$ cat src/rtl/game_io_adapter.sv
// ---------------------------------------------------------------------------
// game_io_adapter
//
// Pad-side adapter between the Caravel GPIO/LA signals and a game core.
// Sequences the core reset from the management SoC's gpio_ready flag and an
// external reset pad, drives the pad output enables for the design and debug
// outputs, and synchronises/debounces the active-low push buttons into
// active-high level and press-pulse outputs.
//
// Ports:
//   wb_clk_i           sole clock
//   wb_rst_i           asynchronous reset, active-high
//   gpio_ready         LA bit, GPIO configuration finished
//   ext_reset_n        async pad, active-low external reset
//   btn_n_in[N_BTN]    async pads, active-low buttons
//   btn_out[N_BTN]     debounced level, 1 = pressed
//   btn_press[N_BTN]   one-cycle pulse per accepted press
//   design_reset       reset to the game core, active-high
//   design_oeb[N_OUT]  pad OEB for design outputs (0 = drive)
//   debug_oeb[2]       pad OEB for the debug outputs
//   debug_design_reset copy of design_reset
//   debug_gpio_ready   registered gpio_ready
//
// Optional feature macro: GAME_IO_LA_OVERRIDE_EN
//   When defined, adds la_btn_val[N_BTN] / la_btn_sel[N_BTN]. A selected
//   channel takes its level from the registered la_btn_val bit instead of
//   the debouncer.
// ---------------------------------------------------------------------------
module game_io_adapter #(
  parameter int N_BTN           = 4,
  parameter int N_OUT           = 6,
  parameter int SYNC_STAGES     = 2,
  parameter int DEBOUNCE_CYCLES = 50000,
  parameter int RST_HOLD        = 16
) (
  input  logic             wb_clk_i,
  input  logic             wb_rst_i,
  input  logic             gpio_ready,
  input  logic             ext_reset_n,
  input  logic [N_BTN-1:0] btn_n_in,
`ifdef GAME_IO_LA_OVERRIDE_EN
  input  logic [N_BTN-1:0] la_btn_val,
  input  logic [N_BTN-1:0] la_btn_sel,
`endif
  output logic [N_BTN-1:0] btn_out,
  output logic [N_BTN-1:0] btn_press,
  output logic             design_reset,
  output logic [N_OUT-1:0] design_oeb,
  output logic [1:0]       debug_oeb,
  output logic             debug_design_reset,
  output logic             debug_gpio_ready
);

  localparam int            CW        = $clog2(DEBOUNCE_CYCLES);
  localparam logic [CW-1:0] CNT_MAX   = CW'(DEBOUNCE_CYCLES - 1);
  localparam int            HW        = (RST_HOLD > 1) ? $clog2(RST_HOLD) : 1;
  localparam logic [HW-1:0] HOLD_LOAD = HW'(RST_HOLD - 1);

  typedef enum logic [1:0] {
    WAIT_READY = 2'd0,
    HOLD       = 2'd1,
    RUN        = 2'd2
  } state_t;

  state_t                 r_state;
  state_t                 w_nextState;
  logic [HW-1:0]          r_holdCnt;
  logic [HW-1:0]          w_nextHoldCnt;
  logic                   r_rdyQ;
  logic [SYNC_STAGES-1:0] r_extSync;
  logic                   w_extRstN;
  logic                   w_nextReset;
  logic                   w_nextOeb;
  logic                   r_designReset;
  logic [N_OUT-1:0]       r_designOeb;
  logic [1:0]             r_debugOeb;

  assign w_extRstN = r_extSync[SYNC_STAGES-1];

  // gpio_ready comes from the LA bank in the same clock domain, so one
  // register is enough; ext_reset_n is a raw pad and gets a full synchroniser.
  // Synchroniser flops reset to 1 so a reset never looks like a pad event.
  always_ff @(posedge wb_clk_i or posedge wb_rst_i) begin
    if (wb_rst_i) begin
      r_rdyQ    <= 1'b0;
      r_extSync <= '1;
    end else begin
      r_rdyQ    <= gpio_ready;
      r_extSync <= {r_extSync[SYNC_STAGES-2:0], ext_reset_n};
    end
  end

  // Reset sequencer next-state logic. Losing gpio_ready overrides
  // everything, including a pending external reset.
  always_comb begin
    w_nextState   = r_state;
    w_nextHoldCnt = r_holdCnt;
    case (r_state)
      WAIT_READY: begin
        if (r_rdyQ) begin
          w_nextState   = HOLD;
          w_nextHoldCnt = HOLD_LOAD;
        end
      end
      HOLD: begin
        if (!w_extRstN) begin
          w_nextHoldCnt = HOLD_LOAD;
        end else if (r_holdCnt == '0) begin
          w_nextState = RUN;
        end else begin
          w_nextHoldCnt = r_holdCnt - 1'b1;
        end
      end
      RUN: begin
        if (!w_extRstN) begin
          w_nextState   = HOLD;
          w_nextHoldCnt = HOLD_LOAD;
        end
      end
      default: begin
        w_nextState   = WAIT_READY;
        w_nextHoldCnt = '0;
      end
    endcase
    if (!r_rdyQ) begin
      w_nextState   = WAIT_READY;
      w_nextHoldCnt = '0;
    end
  end

  // Outputs decode the next state so they switch on the same edge as r_state.
  assign w_nextReset = (w_nextState != RUN);
  assign w_nextOeb   = (w_nextState == WAIT_READY);

  always_ff @(posedge wb_clk_i or posedge wb_rst_i) begin
    if (wb_rst_i) begin
      r_state       <= WAIT_READY;
      r_holdCnt     <= '0;
      r_designReset <= 1'b1;
      r_designOeb   <= '1;
      r_debugOeb    <= 2'b11;
    end else begin
      r_state       <= w_nextState;
      r_holdCnt     <= w_nextHoldCnt;
      r_designReset <= w_nextReset;
      r_designOeb   <= {N_OUT{w_nextOeb}};
      r_debugOeb    <= {2{w_nextOeb}};
    end
  end

  assign design_reset       = r_designReset;
  assign debug_design_reset = r_designReset;
  assign design_oeb         = r_designOeb;
  assign debug_oeb          = r_debugOeb;
  assign debug_gpio_ready   = r_rdyQ;

  // One independent synchroniser + debouncer per button channel.
  for (genvar g = 0; g < N_BTN; g++) begin : g_btn
    logic [SYNC_STAGES-1:0] r_sync;
    logic [CW-1:0]          r_cnt;
    logic                   r_stable;
    logic                   r_press;
    logic                   w_s;
    logic                   w_stableNext;
    logic [CW-1:0]          w_cntNext;

    assign w_s = ~r_sync[SYNC_STAGES-1];

    // The counter measures consecutive cycles of disagreement with the
    // accepted level; any agreeing cycle drops it back to zero. It saturates
    // by construction because reaching CNT_MAX always accepts and clears.
    always_comb begin
      w_stableNext = r_stable;
      w_cntNext    = '0;
      if (w_s != r_stable) begin
        if (r_cnt == CNT_MAX) begin
          w_stableNext = w_s;
        end else begin
          w_cntNext = r_cnt + 1'b1;
        end
      end
`ifdef GAME_IO_LA_OVERRIDE_EN
      if (la_btn_sel[g]) begin
        w_stableNext = la_btn_val[g];
        w_cntNext    = '0;
      end
`endif
    end

    // Press pulses are suppressed whenever the core is held in reset, so a
    // button already held when the core comes out of reset never pulses.
    always_ff @(posedge wb_clk_i or posedge wb_rst_i) begin
      if (wb_rst_i) begin
        r_sync   <= '1;
        r_cnt    <= '0;
        r_stable <= 1'b0;
        r_press  <= 1'b0;
      end else begin
        r_sync   <= {r_sync[SYNC_STAGES-2:0], btn_n_in[g]};
        r_cnt    <= w_cntNext;
        r_stable <= w_stableNext;
        r_press  <= w_stableNext & ~r_stable & ~w_nextReset;
      end
    end

    assign btn_out[g]   = r_stable;
    assign btn_press[g] = r_press;
  end

endmodule

$ cat config.mk
export PLATFORM = sky130hd
export DESIGN_NAME = game_io_adapter
export DESIGN_NICKNAME = d
export VERILOG_FILES = /design/src/rtl/game_io_adapter.sv
export SDC_FILE = /design/constraint.sdc
export NUM_CORES = 1
export LEC_CHECK = 0
export CORE_MARGIN = 4
export CORE_UTILIZATION = 60
export CTS_BUF_LIST = sky130_fd_sc_hd__clkbuf_8
export CTS_CLUSTER_DIAMETER = 60
export DETAILED_ROUTE_END_ITERATION = 7
export PLACE_DENSITY_LB_ADDON = 0.15
export SYNTH_ARGS = -nofsm -noshare
export SYNTH_HDL_FRONTEND = slang
export SYNTH_SLANG_ARGS = --single-unit
$ cat constraint.sdc
create_clock -name wb_clk_i -period 9.9 [get_ports wb_clk_i]
set_clock_uncertainty 0.1 [all_clocks]
set_input_delay 2.97 -clock wb_clk_i [delete_from_list [all_inputs] [get_ports wb_clk_i]]
set_output_delay 2.97 -clock wb_clk_i [all_outputs]
set_load 0.01 [all_outputs]
==> impl_metrics.env, run 1 <==
export IMPL_wl_um=7220
export IMPL_synth_ff_type="dfrtp_1"
export IMPL_synth_nets=420
export IMPL_rows=30
export IMPL_root_buffer="clkbuf_8"
export IMPL_hpwl_um=4880
export IMPL_timing_slew_headroom_pct=26.8
export IMPL_cts_made_buffers=9
export IMPL_clk_pin_slew_ns=0.08
export IMPL_io_buffers=26
export IMPL_fill_cells=533
export IMPL_routedWlPerCell_um=13.8
export IMPL_grt_pass1_vias=2891
export IMPL_min_period_ns=4.56
export IMPL_path_max_fanout=8
export IMPL_synth_edf_count=0
export IMPL_hold_path_class="reg2reg"
export IMPL_grtUsageTotal_pct=18.6
export IMPL_ys_async_sr_fraction_pct=100
export IMPL_netlist_area_um2=4220
export IMPL_slew_viol_final=0
export IMPL_grt_pass1_wl_um=12800
export IMPL_p_leak_nw=1.83
export IMPL_cts_buffer_depth=2
export IMPL_finalHoldViolCount=0
export IMPL_reg2reg_from="r_holdCnt[0]"
export IMPL_startpoint_type="register"
export IMPL_post_cts_setup_buffers=0
export IMPL_outcome="complete, no violations"
export IMPL_peakVddDrop_uv=89.5
export IMPL_hold_slack_ns=0.259
export IMPL_firstDrtPassIters=4
export IMPL_finalSetupViolCount=0
export IMPL_num_antenna_cells=0
export IMPL_globalRoute_totalOverflow=0
export IMPL_fmax_ghz=0.219
export IMPL_netlist_instances=407
export IMPL_min_to="g_btn[0].r_sync[1]"
export IMPL_die_w_um=91.9
export IMPL_ys_ff_latch=91
export IMPL_ys_seq_area_share_pct=54.3
export IMPL_htreeDepth=3
export IMPL_area_growth_pct=9.81
export IMPL_syn_area_per_cell_um2=10.4
export IMPL_drcViolationCount=0
export IMPL_drtIter0Drc=121
export IMPL_synth_most_common_cell="dfrtp_1"
export IMPL_powerDensity_nw_per_um2=141
export IMPL_worst_pin_slew_ns=1.10
export IMPL_cp_buffers_inverters=1
export IMPL_holdPathStages=0
export IMPL_dieHeight_um=91.9
export IMPL_nets=437
export IMPL_crit_path_cell_trace="clkdlybuf4s50_1"
export IMPL_start_util_pct=61.8
export IMPL_die_area_um2=8440
export IMPL_grt_max_degree=92
export IMPL_worst_r2r_setup_slack_ns=7.53
export IMPL_critPathCaptureType="output pin"
export IMPL_r2r_end="g_btn[1].r_press"
export IMPL_hold_start="g_btn[0].r_sync[0]"
export IMPL_drive_gt1_share_pct=8.39
export IMPL_ant_nets=0
export IMPL_cts_resized=0
export IMPL_clock_sinks=91
export IMPL_cts_tree="yes"
export IMPL_yosys_area_top_type_share_pct=46.8
export IMPL_crit_type="reg2out"
export IMPL_grt_antenna_before_repair=0
export IMPL_cpLargestDelayFamily="flip-flops"
export IMPL_setup_tns_ns=0
export IMPL_rsz0062_at_grt="false"
export IMPL_period_share_pct=46.1
export IMPL_synth_warning_count=0
export IMPL_gp_congestion=0.791
export IMPL_cts_hold_buffers=0
export IMPL_ios=27
export IMPL_vias=2866
export IMPL_rr_worst_depth=6
export IMPL_drv_cap=0
export IMPL_synthTopCellsByCount="dfrtp_1 (79), nor2_1 (70), xnor2_1 (52)"
export IMPL_yosys_top_cells_area="dfrtp_1 (47%), xnor2_1 (11%), dfstp_2 (7.5%), nor2_1 (6.2%), nor4_1 (3.1%)"
export IMPL_critPathArrivalTime_ns=1.49
export IMPL_clock_latency_ns=0.35
export IMPL_crit_path_max_incr_delay_ns=0.59
export IMPL_required_ns=6.83
export IMPL_core_area_um2=6830
export IMPL_crit_path_top_delay_cell="dfstp_2"
export IMPL_synth_distinct_cells=43
export IMPL_drt_vias_per_instance=5.46
export IMPL_yosysTopAreaCell="dfrtp_1"
[power breakdown]
group	switching [mW]	internal [mW]
clock	0.126	0.104
combinational	0.0199	0.0140
sequential	0.00783	0.382
total	0.154	0.500
[cell type report]
cell class                 instances  area, um2  area share, %
tap                               96        120           2.59
timing repair buffer              27        268           5.77
clock buffer                      11        151           3.26
clock inverter                     5       30.0          0.648
sequential                        91       2290           49.4
inverter                          19       72.6           1.57
multi-input combinational        276       1700           36.7
[through the flow]
stage                     power (mW)  util, %  setup WS [ns]  area (um2)  std cells
after floorplan                0.420        -           4.49        4220        407
after global placement         0.430     65.2           5.38        4460        509
after detailed placement       0.432     65.2           5.37        4460        509
after CTS                      0.659     67.9           5.31        4640        525
after global routing           0.682     67.9           5.28        4640        525
final                          0.654     67.9           5.34        4640        525
[per-layer routing]
| layer | GRT usage [%] | routed length [um] | share of wire, % |
|---|---|---|---|
| met1 | 26.1 | 3520 | 49 |
| met2 | 29.7 | 3360 | 47 |
| met3 | 2.95 | 201 | 2.8 |
| met5 | 0 | 0 | 0 |
| met4 | 6.68 | 131 | 1.8 |
[kinds of logic (layout without fill, tap and decap cells)]
kind of cell	count (synthesis)	in the layout	synth area share, %
AOI/OAI and AO/OA	19	19	2.87
DFF	91	91	54.3
adders and majority gates	5	5	1.48
muxes	2	2	0.474
xor gates and xnor gates	58	58	12.0
and+or+nand+nor	192	192	23.5
buffers and inverters	40	62	5.39
[cells in the final DEF, fill, tap and decap left out, drive strengths merged, types with 2 or more instances in the layout]
cell type	count
dfrtp	79
nor2	70
xnor2	52
clkdlybuf4s50	26
nand3	23
nand2	22
nor4	21
inv	19
nor3	16
nand4	15
dfstp	12
clkbuf	11
and3	7
o21ai	6
xor2	6
ha	5
nor4bb	4
o22ai	4
clkinv	4
nor4b	3
a21oi	3
or2	3
mux2i	2
o31ai	2
nand4bb	2
or4	2
[worst max-delay path by stage]
stage	startpoint	to	slack (ns)	cells past startpoint
floorplan	wb_rst_i	debug_gpio_ready	4.49	1
global placement	wb_rst_i	g_btn[1].r_cnt[12]	5.38	3
detailed placement	wb_rst_i	g_btn[1].r_cnt[12]	5.37	3
CTS	debug_oeb[0]	design_oeb[3]	5.31	1
global route	debug_oeb[0]	design_oeb[3]	5.28	1
finish	debug_oeb[0]	design_oeb[3]	5.34	1
[sequential cells by signal (all words and copies together) (netlist names)]
register	cells
debug_design_reset	1
debug_gpio_ready	1
debug_oeb	1
g_btn.r_cnt	64
g_btn.r_press	4
g_btn.r_stable	4
g_btn.r_sync	8
r_extSync	2
r_holdCnt	4
r_state	2
No activity file was read; power rests on OpenSTA's default activity.
==> run 2: changes to the inputs <==
- CORE_UTILIZATION: 60 -> 55
- clock period: 9.9 -> 3.94 ns (I/O delays scaled with it)
==> impl_metrics.env, run 2 (same netlist as run 1, synthesis figures left out) <==
export IMPL_fin_area_um2=4680
export IMPL_critPathArrivalTime_ns=1.48
export IMPL_holdPathStages=0
export IMPL_cts_made_buffers=9
export IMPL_grtUsageMet2_pct=27.5
export IMPL_die_area_um2=9140
export IMPL_fill_cells=600
export IMPL_drcViolationCount=0
export IMPL_multi_input_area_um2=1700
export IMPL_critPathCaptureType="output pin"
export IMPL_min_period_ns=2.76
export IMPL_swShare_pct=22.1
export IMPL_worst_pin_slew_ns=1.03
export IMPL_final_seq_area_um2=2290
export IMPL_power_share_clock_pct=37.1
export IMPL_fmax_ghz=0.362
export IMPL_clock_sinks=91
export IMPL_post_cts_setup_buffers=0
export IMPL_hold_path_class="reg2reg"
export IMPL_grt_pass1_wl_um=12800
export IMPL_rsz0062_at_grt="false"
export IMPL_drt_vias_per_instance=5.48
export IMPL_crit_type="reg2out"
export IMPL_firstDrtPassIters=5
export IMPL_place_area_um2=4470
export IMPL_period_share_pct=70.2
export IMPL_vias=2895
export IMPL_hpwl_um=5000
export IMPL_ios=27
export IMPL_setup_slack_ns=1.18
export IMPL_area_growth_pct=10.8
export IMPL_p_switching_mw=0.374
export IMPL_slew_viol_final=0
export IMPL_start_util_pct=57.3
export IMPL_largest_reg_flops=64
export IMPL_grt_pass1_vias=2751
export IMPL_cts_resized=0
export IMPL_num_antenna_cells=0
export IMPL_crit_path_max_incr_delay_ns=0.59
export IMPL_gp_congestion=0.823
export IMPL_p_int_mw=1.32
export IMPL_startpoint_type="register"
export IMPL_finalHoldViolCount=0
export IMPL_globalRoute_totalOverflow=0
export IMPL_routedWlPerCell_um=13.7
export IMPL_cts_tree="yes"
export IMPL_crit_path_top_delay_cell="dfstp_2"
export IMPL_nets=437
export IMPL_drv_cap=0
export IMPL_dp_worst_setup_slack_ns=1.49
export IMPL_grt_busiest_layer="met2"
export IMPL_io_buffers=26
export IMPL_rr_worst_depth=4
export IMPL_biggestRegsByFlops="g_btn.r_cnt: 64 flops, g_btn.r_sync: 8 flops"
export IMPL_timing_slew_headroom_pct=31.2
export IMPL_htreeDepth=3
export IMPL_grt_max_degree=60
export IMPL_p_leak_nw=1.85
export IMPL_peakVddDrop_uv=188
export IMPL_powerDensity_nw_per_um2=363
export IMPL_drtIter0Drc=132
export IMPL_post_place_cells=512
export IMPL_wl_um=7240
export IMPL_grtUsageMet3_pct=4.74
export IMPL_cts_hold_buffers=0
export IMPL_final_cells=528
export IMPL_clk_pin_slew_ns=0.08
export IMPL_required_ns=2.66
export IMPL_globalRouteMet1Util_pct=25.3
export IMPL_setup_tns_ns=0
export IMPL_cts_buffer_depth=2
export IMPL_cpLargestDelayFamily="flip-flops"
export IMPL_power_mw=1.70
export IMPL_final_util_pct=63.5
export IMPL_grt_antenna_before_repair=0
export IMPL_core_area_um2=7370
export IMPL_cp_buffers_inverters=1
export IMPL_layout_commonest_cell="dfrtp_1"
export IMPL_hold_slack_ns=0.257
export IMPL_path_depth=1
export IMPL_crit_path_cell_trace="clkdlybuf4s50_1"
export IMPL_clock_latency_ns=0.35
export IMPL_root_buffer="clkbuf_8"
export IMPL_combPwrFrac_pct=5.1
export IMPL_outcome="complete, no violations"
export IMPL_path_max_fanout=8
export IMPL_power_frac_seq_pct=57.8
export IMPL_die_w_um=95.6
export IMPL_drive_gt1_share_pct=8.16
export IMPL_regMostFlops="g_btn.r_cnt"
export IMPL_ant_nets=0
export IMPL_layout_common_cells="dfrtp_1 (79), nor2_1 (70), xnor2_1 (52)"
export IMPL_rows=31
export IMPL_grtUsageTotal_pct=17.8
export IMPL_dieHeight_um=95.6
export IMPL_finalSetupViolCount=0
-- run 2: changes by cell type in the layout (fill, tap and decap cells not counted), sizes merged --
cell    before  now
clkinv       4    1
inv         19   21
bufinv       0    1
-- run 2: area by class of cell --
type / instances / area share, %
Clock buffer: 11 / 3.24
Clock inverter: 5 / 1.15
Inverter: 19 / 1.55
Multi-Input combinational cell: 276 / 36.4
Sequential cell: 91 / 49.0
Tap cell: 99 / 2.65
Timing Repair Buffer: 27 / 5.99
-- run 2: worst paths after layout --
path	startpoint	to	slack [ns]
hold reg to reg	g_btn[0].r_sync[0]	g_btn[0].r_sync[1]	0.26
hold / removal	g_btn[0].r_sync[0]	g_btn[0].r_sync[1]	0.26
max in group asynchronous	wb_rst_i	g_btn[0].r_sync[1]	1.90
setup / recovery	debug_oeb[0]	design_oeb[5]	1.18
min in group asynchronous	wb_rst_i	g_btn[2].r_cnt[10]	1.08
setup reg to reg	g_btn[2].r_cnt[0]	g_btn[2].r_cnt[8]	1.67
-- run 2: routing by layer --
metal	vias up	routed length, um
met5	-	0
met4	0	66
met3	5	269
met2	50	3360
met1	1424	3550
li1	1416	-
-- run 2: power by group through the flow --
stage / Clock (mW) / Combinational, mW / Sequential, mW
2_1_floorplan: 0 / 0.0628 / 0.994
3_3_place_gp: 0 / 0.0873 / 0.997
3_5_place_dp: 0 / 0.0893 / 0.998
4_1_cts: 0.655 / 0.0896 / 0.980
5_1_grt: 0.690 / 0.0987 / 0.984
6_report: 0.629 / 0.0868 / 0.980
==> run 3: changes to the inputs <==
- CORE_UTILIZATION: 55 -> 60
- clock period: 3.94 -> 2.63 ns (I/O delays scaled with it)
==> impl_metrics.env, run 3 (same netlist as run 1, synthesis figures left out) <==
export IMPL_final_cells=527
export IMPL_die_area_um2=8440
export IMPL_finalHoldViolCount=0
export IMPL_startpoint_type="register"
export IMPL_vias=2844
export IMPL_layout_commonest_cell="dfrtp_1"
export IMPL_nets=439
export IMPL_drive_gt1_share_pct=9.05
export IMPL_setup_tns_ns=0
export IMPL_wl_um=7310
export IMPL_cts_resized=0
export IMPL_min_period_ns=2.39
export IMPL_root_buffer="clkbuf_8"
export IMPL_cts_buffer_depth=2
export IMPL_critPathCaptureType="output pin"
export IMPL_cts_tree="yes"
export IMPL_outcome="complete, no violations"
export IMPL_routedWlPerCell_um=13.9
export IMPL_biggestRegsByFlops="g_btn.r_cnt: 64 flops, g_btn.r_sync: 8 flops"
export IMPL_p_leak_nw=1.85
export IMPL_cp_buffers_inverters=1
export IMPL_io_buffers=26
export IMPL_crit_path_max_incr_delay_ns=0.59
export IMPL_core_area_um2=6830
export IMPL_ant_nets=0
export IMPL_cts_made_buffers=9
export IMPL_area_growth_pct=11.3
export IMPL_layout_common_cells="dfrtp_1 (79), nor2_1 (70), xnor2_1 (52)"
export IMPL_fmax_ghz=0.419
export IMPL_finalSetupViolCount=0
export IMPL_gp_congestion=0.827
export IMPL_fill_cells=522
export IMPL_grt_antenna_before_repair=0
export IMPL_die_w_um=91.9
export IMPL_largest_reg_flops=64
export IMPL_worst_pin_slew_ns=0.538
export IMPL_hold_start="r_extSync[0]"
export IMPL_grt_pass1_wl_um=13000
export IMPL_rsz0062_at_grt="false"
export IMPL_hpwl_um=4960
export IMPL_globalRoute_totalOverflow=0
export IMPL_start_util_pct=61.8
export IMPL_clk_pin_slew_ns=0.08
export IMPL_drtIter0Drc=132
export IMPL_crit_path_top_delay_cell="dfstp_2"
export IMPL_drt_vias_per_instance=5.40
export IMPL_regMostFlops="g_btn.r_cnt"
export IMPL_num_antenna_cells=0
export IMPL_drcViolationCount=0
export IMPL_slew_viol_final=0
export IMPL_cpLargestDelayFamily="flip-flops"
export IMPL_multi_input_area_um2=1700
export IMPL_cts_hold_buffers=0
export IMPL_fin_area_um2=4700
export IMPL_period_share_pct=90.8
export IMPL_path_max_fanout=8
export IMPL_rows=30
export IMPL_reg2reg_from="r_holdCnt[0]"
export IMPL_dieHeight_um=91.9
export IMPL_clock_sinks=91
export IMPL_clock_latency_ns=0.35
export IMPL_final_seq_area_um2=2290
export IMPL_crit_type="reg2out"
export IMPL_grt_max_degree=92
export IMPL_peakVddDrop_uv=400
export IMPL_critPathLaunch="debug_oeb[0]"
export IMPL_ios=27
export IMPL_crit_path_cell_trace="clkdlybuf4s50_1"
export IMPL_firstDrtPassIters=4
export IMPL_timing_slew_headroom_pct=63.9
export IMPL_post_cts_setup_buffers=0
export IMPL_critPathArrivalTime_ns=1.50
export IMPL_powerDensity_nw_per_um2=550
export IMPL_drv_cap=0
export IMPL_place_area_um2=4490
export IMPL_grt_pass1_vias=2895
export IMPL_post_place_cells=511
export IMPL_htreeDepth=3
export IMPL_hold_slack_ns=0.258
export IMPL_required_ns=1.74
export IMPL_hold_path_class="reg2reg"
export IMPL_grtUsageTotal_pct=19.1
[run 3: worst paths after layout]
check,endpoint,slack [ns],depth (start not counted)
worst min-delay path,r_extSync[1],0.26,0
max in group asynchronous,r_extSync[0],1.25,3
worst min register to register,r_extSync[1],0.26,0
worst max register to register,r_holdCnt[2],0.49,6
min in group asynchronous,g_btn[3].r_cnt[8],0.80,3
worst max-delay path,design_oeb[1],0.24,1
[run 3: through the flow]
stage / power (mW) / utilization, % / setup WS [ns]
floorplan: 1.58 / - / 0.687
global placement: 1.62 / 65.7 / 0.628
detailed placement: 1.63 / 65.7 / 0.529
CTS: 2.62 / 68.8 / 0.213
global route: 2.70 / 68.8 / 0.167
finish: 2.59 / 68.8 / 0.243
[run 3: worst register-to-register path, cell delays in order (launching register included)]
cell and delay, ns:
dfrtp_1 0.38, inv_1 0.10, ha_1 0.20, or3b_2 0.45, o211ai_1 0.48, o22a_1 0.22
o22ai_1 0.08
[run 3: report_power, final]
group | internal (mW) | switching [mW]
registers | 1.44 | 0.0305
logic | 0.0569 | 0.0779
clock network | 0.514 | 0.469
[run 3: routing by layer]
| layer | vias up | routed length (um) | part of all wire, % | global-route usage, % |
|---|---|---|---|---|
| met5 | - | 0 | 0 | 0 |
| met4 | 0 | 99 | 1.4 | 5.82 |
| met3 | 13 | 252 | 3.4 | 5.58 |
| met2 | 52 | 3650 | 50 | 31.8 |
| met1 | 1358 | 3310 | 45 | 24.1 |
| li1 | 1421 | - | - | - |
[run 3: area by class of cell]
class,instances,area share [%]
timing repair buffer,29,6.28
tap,96,2.56
clock inverter,4,1.01
multi-input combinational,276,36.2
sequential,91,48.8
clock buffer,12,3.52
inverter,19,1.60
